$ cat src/rtl/alu_pkg.sv
// Shared ALU definitions.
// The funct encodings are the same constants the ALU control decoder uses.
// The FSM state type is used by seq_alu.
package alu_pkg;

    localparam logic [1:0] ALU_ADD = 2'd0;
    localparam logic [1:0] ALU_SUB = 2'd1;
    localparam logic [1:0] ALU_SLL = 2'd2;
    localparam logic [1:0] ALU_OR  = 2'd3;

    typedef enum logic [1:0] {
        IDLE = 2'd0,
        EXEC = 2'd1,
        DONE = 2'd2
    } alu_state_t;

endpackage

$ cat src/rtl/alu_shift_unit.sv
// Serial left shifter that moves one bit per cycle.
// Ports:
//   clk, rst : clock and asynchronous active-high reset
//   load     : capture val into the accumulator and amt into the counter
//   val      : value to be shifted
//   amt      : number of one-bit shifts still to perform
//   acc      : accumulator, holding the shifted value so far
//   busy     : high while the counter is non-zero
module alu_shift_unit #(
    parameter int WIDTH = 32,
    parameter int SHW   = $clog2(WIDTH)
) (
    input  logic             clk,
    input  logic             rst,
    input  logic             load,
    input  logic [WIDTH-1:0] val,
    input  logic [SHW-1:0]   amt,
    output logic [WIDTH-1:0] acc,
    output logic             busy
);

    logic [WIDTH-1:0] acc_q;
    logic [SHW-1:0]   count_q;

    always_ff @(posedge clk or posedge rst) begin
        if (rst) begin
            acc_q   <= '0;
            count_q <= '0;
        end else if (load) begin
            acc_q   <= val;
            count_q <= amt;
        end else if (count_q != '0) begin
            acc_q   <= acc_q << 1;
            count_q <= count_q - SHW'(1);
        end
    end

    assign acc  = acc_q;
    assign busy = (count_q != '0);

endmodule

$ cat src/rtl/seq_alu.sv
// Multi-cycle execution ALU with a valid/ready handshake on each side.
// Add, sub and OR finish in one execute cycle. Shift left runs serially
// in alu_shift_unit, one bit per cycle.
// Ports:
//   clk, rst       : clock and asynchronous active-high reset
//   in_valid       : request input
//   in_ready       : request ready output, high only in IDLE while out of reset
//   funct          : op code (add/sub/sll/or)
//   src1, src2     : operands; for a shift, the amount is src2[SHW-1:0]
//   out_valid      : result valid output
//   out_ready      : result ready input
//   result, zero   : registered result, and a flag that is high when result is 0
module seq_alu
    import alu_pkg::*;
#(
    parameter int WIDTH = 32,
    parameter int SHW   = $clog2(WIDTH)
) (
    input  logic             clk,
    input  logic             rst,
    input  logic             in_valid,
    output logic             in_ready,
    input  logic [1:0]       funct,
    input  logic [WIDTH-1:0] src1,
    input  logic [WIDTH-1:0] src2,
    output logic             out_valid,
    input  logic             out_ready,
    output logic [WIDTH-1:0] result,
    output logic             zero
);

    alu_state_t       state_q;
    logic [1:0]       op_q;
    logic [WIDTH-1:0] a_q;
    logic [WIDTH-1:0] b_q;
    logic [WIDTH-1:0] result_q;
    logic             zero_q;
    logic             out_valid_q;

    logic [WIDTH-1:0] res_d;
    logic             accept;
    logic [SHW-1:0]   sh_amt;
    logic [WIDTH-1:0] sh_acc;
    logic             sh_busy;

    assign accept = (state_q == IDLE) && in_valid;
    assign sh_amt = (funct == ALU_SLL) ? src2[SHW-1:0] : '0;

    // The shifter loads on every accept. A non-shift op loads a zero count,
    // so busy stays low and EXEC takes a single cycle.
    alu_shift_unit #(
        .WIDTH (WIDTH),
        .SHW   (SHW)
    ) u_shift (
        .clk  (clk),
        .rst  (rst),
        .load (accept),
        .val  (src1),
        .amt  (sh_amt),
        .acc  (sh_acc),
        .busy (sh_busy)
    );

    always_comb begin
        res_d = '0;
        case (op_q)
            ALU_ADD: res_d = a_q + b_q;
            ALU_SUB: res_d = a_q - b_q;
            ALU_SLL: res_d = sh_acc;
            ALU_OR:  res_d = a_q | b_q;
            default: res_d = '0;
        endcase
    end

    always_ff @(posedge clk or posedge rst) begin
        if (rst) begin
            state_q     <= IDLE;
            op_q        <= ALU_ADD;
            a_q         <= '0;
            b_q         <= '0;
            result_q    <= '0;
            zero_q      <= 1'b0;
            out_valid_q <= 1'b0;
        end else begin
            case (state_q)
                IDLE: begin
                    if (in_valid) begin
                        op_q    <= funct;
                        a_q     <= src1;
                        b_q     <= src2;
                        state_q <= EXEC;
                    end
                end
                EXEC: begin
                    if (!sh_busy) begin
                        result_q    <= res_d;
                        zero_q      <= (res_d == '0);
                        out_valid_q <= 1'b1;
                        state_q     <= DONE;
                    end
                end
                DONE: begin
                    if (out_ready) begin
                        out_valid_q <= 1'b0;
                        state_q     <= IDLE;
                    end
                end
                default: state_q <= IDLE;
            endcase
        end
    end

    // The rst term drops in_ready as soon as reset is asserted, without
    // waiting for the state register to clear.
    assign in_ready  = (state_q == IDLE) && !rst;
    assign out_valid = out_valid_q;
    assign result    = result_q;
    assign zero      = zero_q;

endmodule

$ cat config.mk
export PLATFORM = sky130hd
export DESIGN_NAME = seq_alu
export DESIGN_NICKNAME = d
export VERILOG_FILES = /design/src/rtl/alu_pkg.sv /design/src/rtl/alu_shift_unit.sv /design/src/rtl/seq_alu.sv
export SDC_FILE = /design/constraint.sdc
export NUM_CORES = 1
export LEC_CHECK = 0
export CORE_MARGIN = 3
export CORE_UTILIZATION = 30
export DETAILED_ROUTE_END_ITERATION = 10
export SLEW_MARGIN = 20
export SYNTH_ARGS = -nofsm -noshare
export SYNTH_HDL_FRONTEND = slang
export SYNTH_SLANG_ARGS = --single-unit
$ cat constraint.sdc
create_clock -name clk -period 8.2 [get_ports clk]
set_input_delay 0.82 -clock clk [delete_from_list [all_inputs] [get_ports clk]]
set_output_delay 0.82 -clock clk [all_outputs]
set_load 0.02 [all_outputs]
==> flow_summary.ini, run 1 <==
[run_status]
status = completed

[synth]
synth_cell_types = 68
syn_area_um2 = 8770
ys_ff_latch = 139
async_reset_ff_share_pct = 100
netlist_instances = 1087
syn_nets = 1193
synth_flop_cell = dfrtp_1
synth_top_area_cell = dfrtp_1
yosysWarnings = 0
synth_enable_flop_cells = 0
synth_top_area_share_pct = 39.7
synthTopCellsByArea = dfrtp_1, nand2_1, o21ai_0
syn_avg_cell_area_um2 = 8.07
synth_seq_area_share_pct = 39.7

[routing]
drt_wl_total_um = 26000
ant_nets = 0
drtPass1Iterations = 5
viasPerCell = 5.12
drc_errors = 0
via_count = 7914
drtIter0Drc = 752
routedWlPerCell_um = 16.8

[floorplan]
die_area_um2 = 31300
std_cell_rows = 61
start_util_pct = 31.0
io_pins = 105
coreArea_um2 = 28300
die_x_um = 177
die_height_um = 177

[global_routing]
grt-ovfl-total = 0
antenna_found_initial = 0
grt_pass1_wl_um = 41700
track_usage_pct = 16.7
grt_max_degree = 111
grt_pass1_vias = 7490

[cts]
insertion_delay_ns = 0.43
post_cts_buffers = 0
clkTransAtPathRegs_ns = 0.06
clock_sinks = 139
clockRootBuffer = clkbuf_16
cts_tree = done
cts.htree.levels = 4
cts_inserted_buffers = 17
clk_path_buf_depth = 2
cts_hold_buf = 0
ctsResizeCount = 0

[sta]
max_slew_margin_pct = 29.1
fin_crit_sh_pct = 56.3
fmax_ghz = 0.216
rsz0062_at_grt = false
fin_setup_tns_ns = 0
fin_skew_ns = 0.0106
layout_min_cycle_time_ns = 4.62
hold_viol_final = 0
drv_slew = 0
setup_viol = 0
worst_pin_slew_ns = 1.06
whs_ns = 0.473

[layout]
layout-drive-gt1-share_pct = 5.05
area_delta_synth_final_pct = 22.3
layout.nets = 1261
antennaDiodeCount = 0
multiInputGateArea_um2 = 5010
regArea_um2 = 3480
num-fill-cells = 2933

[min_path]
worstHoldPathType = reg2reg

[setup_path]
path_max_fanout = 7
critPathRequiredTime_ns = 8.57
arrival_ns = 4.99
cp-start-kind = flop
cp-end-kind = flop
crit_type = reg2reg

[placed_design]
portBuffers = 104
gp_congestion = 0.895
dpl.hpwl_um = 19200

[run]
cap_violations = 0
==> synthesized netlist by cell type (6+ instances only) <==
cell      number
nand2_1      289
dfrtp_1      139
nor2_1        98
o21ai_0       94
clkbuf_1      54
a21oi_1       51
ha_1          35
mux2i_1       33
xor2_1        28
a211oi_1      19
nor3_1        19
inv_1         16
xnor2_1       15
nand3_1       14
nand4_1       12
o31ai_1       12
a31oi_1       11
o211ai_1      11
nand2b_1      10
o21a_1         9
and3_1         8
or3_1          7
a21o_1         6
buf_1          6
nor4b_1        6
==> placed cells by master, fill, tap and decap left out, types with 13 or more instances in the layout <==
| cell type | synthesis | final |
|---|---|---|
| dfrtp_1 | 139 | 138 |
| clkbuf_16 | 0 | 17 |
| xnor2_1 | 15 | 15 |
| nor2_1 | 98 | 98 |
| nor3_1 | 19 | 19 |
| nand3_1 | 14 | 13 |
| xor2_1 | 28 | 28 |
| clkdlybuf4s50_1 | 0 | 104 |
| ha_1 | 35 | 35 |
| o21ai_0 | 94 | 94 |
| mux2i_1 | 33 | 33 |
| a21oi_1 | 51 | 51 |
| a211oi_1 | 19 | 19 |
| inv_1 | 16 | 15 |
| nand2_1 | 289 | 288 |
==> metrics by stage <==
step	util, %	setup WS, ns	area [um2]	std cells
2_1_floorplan	-	3.66	8770	1087
5_1_grt	37.9	3.23	10700	1546
3_5_place_dp	35.8	3.64	10100	1514
4_1_cts	37.9	3.62	10700	1546
6_report	37.9	3.58	10700	1546
3_3_place_gp	35.8	3.61	10100	1514
==> cells by family after synthesis <==
| kind of cell | count (synthesis) | synth area share [%] |
|---|---|---|
| AO/OA/AOI/OAI | 262 | 18.7 |
| XOR/XNOR | 43 | 4.29 |
| adder cells (fa/ha/maj) | 36 | 5.22 |
| buffers and inverters | 79 | 3.41 |
| flip-flops | 139 | 39.7 |
| multiplexers | 34 | 3.90 |
| AND/OR/NAND/NOR | 494 | 24.8 |
==> state kept, by name, summed over array words and instances, names as in the netlist <==
name and cells:
a_q 32, b_q 32, op_q 2, out_valid 1, result 32, state_q 2, u_shift.acc 32, u_shift.count_q 5
zero 1
==> routing by layer <==
layer	vias up	track usage (%)	routed length, um	share of wire (%)
li1	3936	-	-	-
met1	3744	27.3	13800	53
met2	218	22.6	10500	40
met3	16	2.62	1450	5.6
met4	0	3.86	276	1.1
met5	-	0	0	0
==> area by class of cell <==
class | count | area share [%]
Sequential cell | 139 | 32.4
Tap cell | 378 | 4.41
Clock inverter | 15 | 1.64
Inverter | 17 | 0.642
Clock buffer | 17 | 3.97
Timing Repair Buffer | 111 | 10.2
Multi-Input combinational cell | 869 | 46.7
==> worst max-delay path: stages, from the launching register on <==
cell,delay (ns)
dfrtp_1,0.44
or4_4,0.59
nor3_4,0.23
nand4_1,0.19
o21ai_0,0.23
xor2_1,0.10
ha_1,0.42
nand2_1,0.14
o21ai_0,0.45
o32ai_1,0.18
a31oi_1,0.42
xor2_1,0.11
o21ai_0,0.37
nand3_1,0.18
nor4_4,0.31
nand4_1,0.11
nand2_1,0.08
==> worst paths after layout <==
path | endpoint | slack (ns) | startpoint | depth (start not counted)
min in group asynchronous | state_q[1] | 0.88 | rst | 2
hold / removal | result[28] | 0.47 | result[28] | 2
setup reg to reg | zero | 3.58 | b_q[8] | 16
max in group asynchronous | result[20] | 5.98 | rst | 3
setup / recovery | zero | 3.58 | b_q[8] | 16
hold reg to reg | result[28] | 0.47 | result[28] | 2
Power of run 1 is left out: the tool's default activity adds up to more than one toggle a clock period on the data nets, which glitch-free logic cannot reach.
==> run 2, diff against run 1 <==
==> constraint.sdc (replaced) <==
create_clock -name clk -period 3.9 [get_ports clk]
set_input_delay 0.39 -clock clk [delete_from_list [all_inputs] [get_ports clk]]
set_output_delay 0.39 -clock clk [all_outputs]
set_load 0.02 [all_outputs]
==> flow_summary.ini, run 2 (synthesis results as in run 1) <==
[run_status]
status = finished, violations left
violations = negative setup slack

[cts]
insertion_delay_ns = 0.42
clk_path_buf_depth = 2
cts_inserted_buffers = 17
clkTransAtPathRegs_ns = 0.07
cts_tree = done
clockRootBuffer = clkbuf_16
cts.htree.levels = 4
clock_sinks = 139

[placed_design]
gp_congestion = 0.897
portBuffers = 104
dpl.hpwl_um = 20800

[sta]
fin_skew_ns = 0.0124
rsz0062_at_grt = true
worst_pin_slew_ns = 0.811
drv_slew = 0
fmax_ghz = 0.246
fin_crit_sh_pct = 104
hold_viol_final = 0
setup_viol = 3
max_slew_margin_pct = 45.9
layout_min_cycle_time_ns = 4.07
whs_ns = 0.412
fin_ws_ns = -0.168

[layout]
area_delta_synth_final_pct = 37.1
regArea_um2 = 3480
num-fill-cells = 2785
layout-drive-gt1-share_pct = 18.3
layout.nets = 1398
antennaDiodeCount = 0
final_cell_mix = nand2_1, buf_4, dfrtp_1
final_common_cell = nand2_1
multiInputGateArea_um2 = 5290

[global_routing]
grt_max_degree = 86
grt_pass1_wl_um = 44200
track_usage_pct = 17.7
grt_pass1_vias = 8105
antenna_found_initial = 0
grt-ovfl-total = 0

[setup_path]
cp-start-kind = flop
startpoint = b_q[8]
critPathRequiredTime_ns = 4.26
crit_type = reg2reg
reg2reg_from = b_q[8]
cp-end-kind = flop
arrival_ns = 4.42
path_max_fanout = 5

[routing]
drtIter0Drc = 706
via_count = 8538
drt_wl_total_um = 27600
drc_errors = 0
ant_nets = 0
drtPass1Iterations = 5
routedWlPerCell_um = 16.4
viasPerCell = 5.07

[floorplan]
die_area_um2 = 31300
start_util_pct = 31.0
io_pins = 105
std_cell_rows = 61
die_height_um = 177
die_x_um = 177
coreArea_um2 = 28300

[run]
cap_violations = 0

[min_path]
worstHoldPathType = in2async
[run 2: changes by cell type in the layout (fill, tap and decap cells not counted), moves of 4 or more]
cell,delta
clkinvlp_4,+6
a21oi_1,-11
buf_6,+4
o21ai_2,+5
o31ai_2,+4
o31ai_1,-4
inv_6,-4
buf_4,+132
o21ai_0,-11
a21oi_2,+10
o21ai_1,+5
[run 2: repair_timing]
item | in CTS | in global routing
endpoints found under the setup margin | 3 | 15
hold buffers | 0 | 0
buffers inserted | 0 | 6
pin swaps | 3 | 26
gates cloned | 0 | 0
gates resized for setup | 13 | 57
[run 2: stage by stage]
step / util [%] / instances / area (um2) / setup TNS (ns) / setup slack, ns
finish: 42.5 / 1683 / 12000 / -0.287 / -0.168
global route: 42.5 / 1683 / 12000 / -1.74 / -0.439
CTS: 41.5 / 1678 / 11700 / -0.235 / -0.122
detailed placement: 39.3 / 1646 / 11100 / -0.461 / -0.247
global placement: 39.3 / 1646 / 11100 / -0.160 / -0.110
floorplan: - / 1087 / 8780 / -0.143 / -0.143
[run 2: path summary, 6_finish.rpt]
check                       endpoint  slack, ns  depth (start not counted)
setup / recovery                zero      -0.17                         16
hold / removal               b_q[16]       0.41                          2
setup reg to reg                zero      -0.17                         16
hold reg to reg            result[8]       0.48                          2
max in group asynchronous    a_q[10]       2.64                          3
min in group clk           result[8]       0.48                          2
[run 2: worst max-delay path: stages, from the launching register on]
cell and delay [ns]:
dfrtp_1 0.38, or4_4 0.56, nor3_4 0.15, nand4_1 0.19
o41ai_2 0.29, xor2_1 0.19, ha_2 0.33, a21oi_2 0.16
nand2_1 0.07, a221o_1 0.36, buf_6 0.15, or3_4 0.32
a31oi_2 0.22, nand3_1 0.15, nor4_4 0.30, nand4_1 0.11
nand2_1 0.09
[run 2: area by class of cell]
class | count | share of cell area, %
repair buffers | 248 | 17.9
inverters | 17 | 0.562
clock buffers | 20 | 3.71
clock inverters | 12 | 0.957
flip-flops and latches | 139 | 28.9
multi-input cells | 869 | 44.0
well taps | 378 | 3.93
[run 2: per-layer routing]
layer	global-route usage [%]	share of wire [%]	vias up
met3	2.40	5.0	25
li1	-	-	4221
met4	4.45	1.4	0
met2	24.8	41	276
met5	0	0	-
met1	28.2	53	4016
Power of run 2 is left out for the same reason.
==> run 3, diff against run 2 <==
--- a/config.mk
+++ b/config.mk
@@ -5,6 +5,7 @@
 export SDC_FILE = /design/constraint.sdc
 export NUM_CORES = 1
 export LEC_CHECK = 0
+export CAP_MARGIN = 20
 export CORE_MARGIN = 3
 export CORE_UTILIZATION = 30
 export DETAILED_ROUTE_END_ITERATION = 10
==> results of run 3 <==
The final DEF is identical to that of run 2; final timing and power are the same.
Power of run 3 is left out for the same reason.
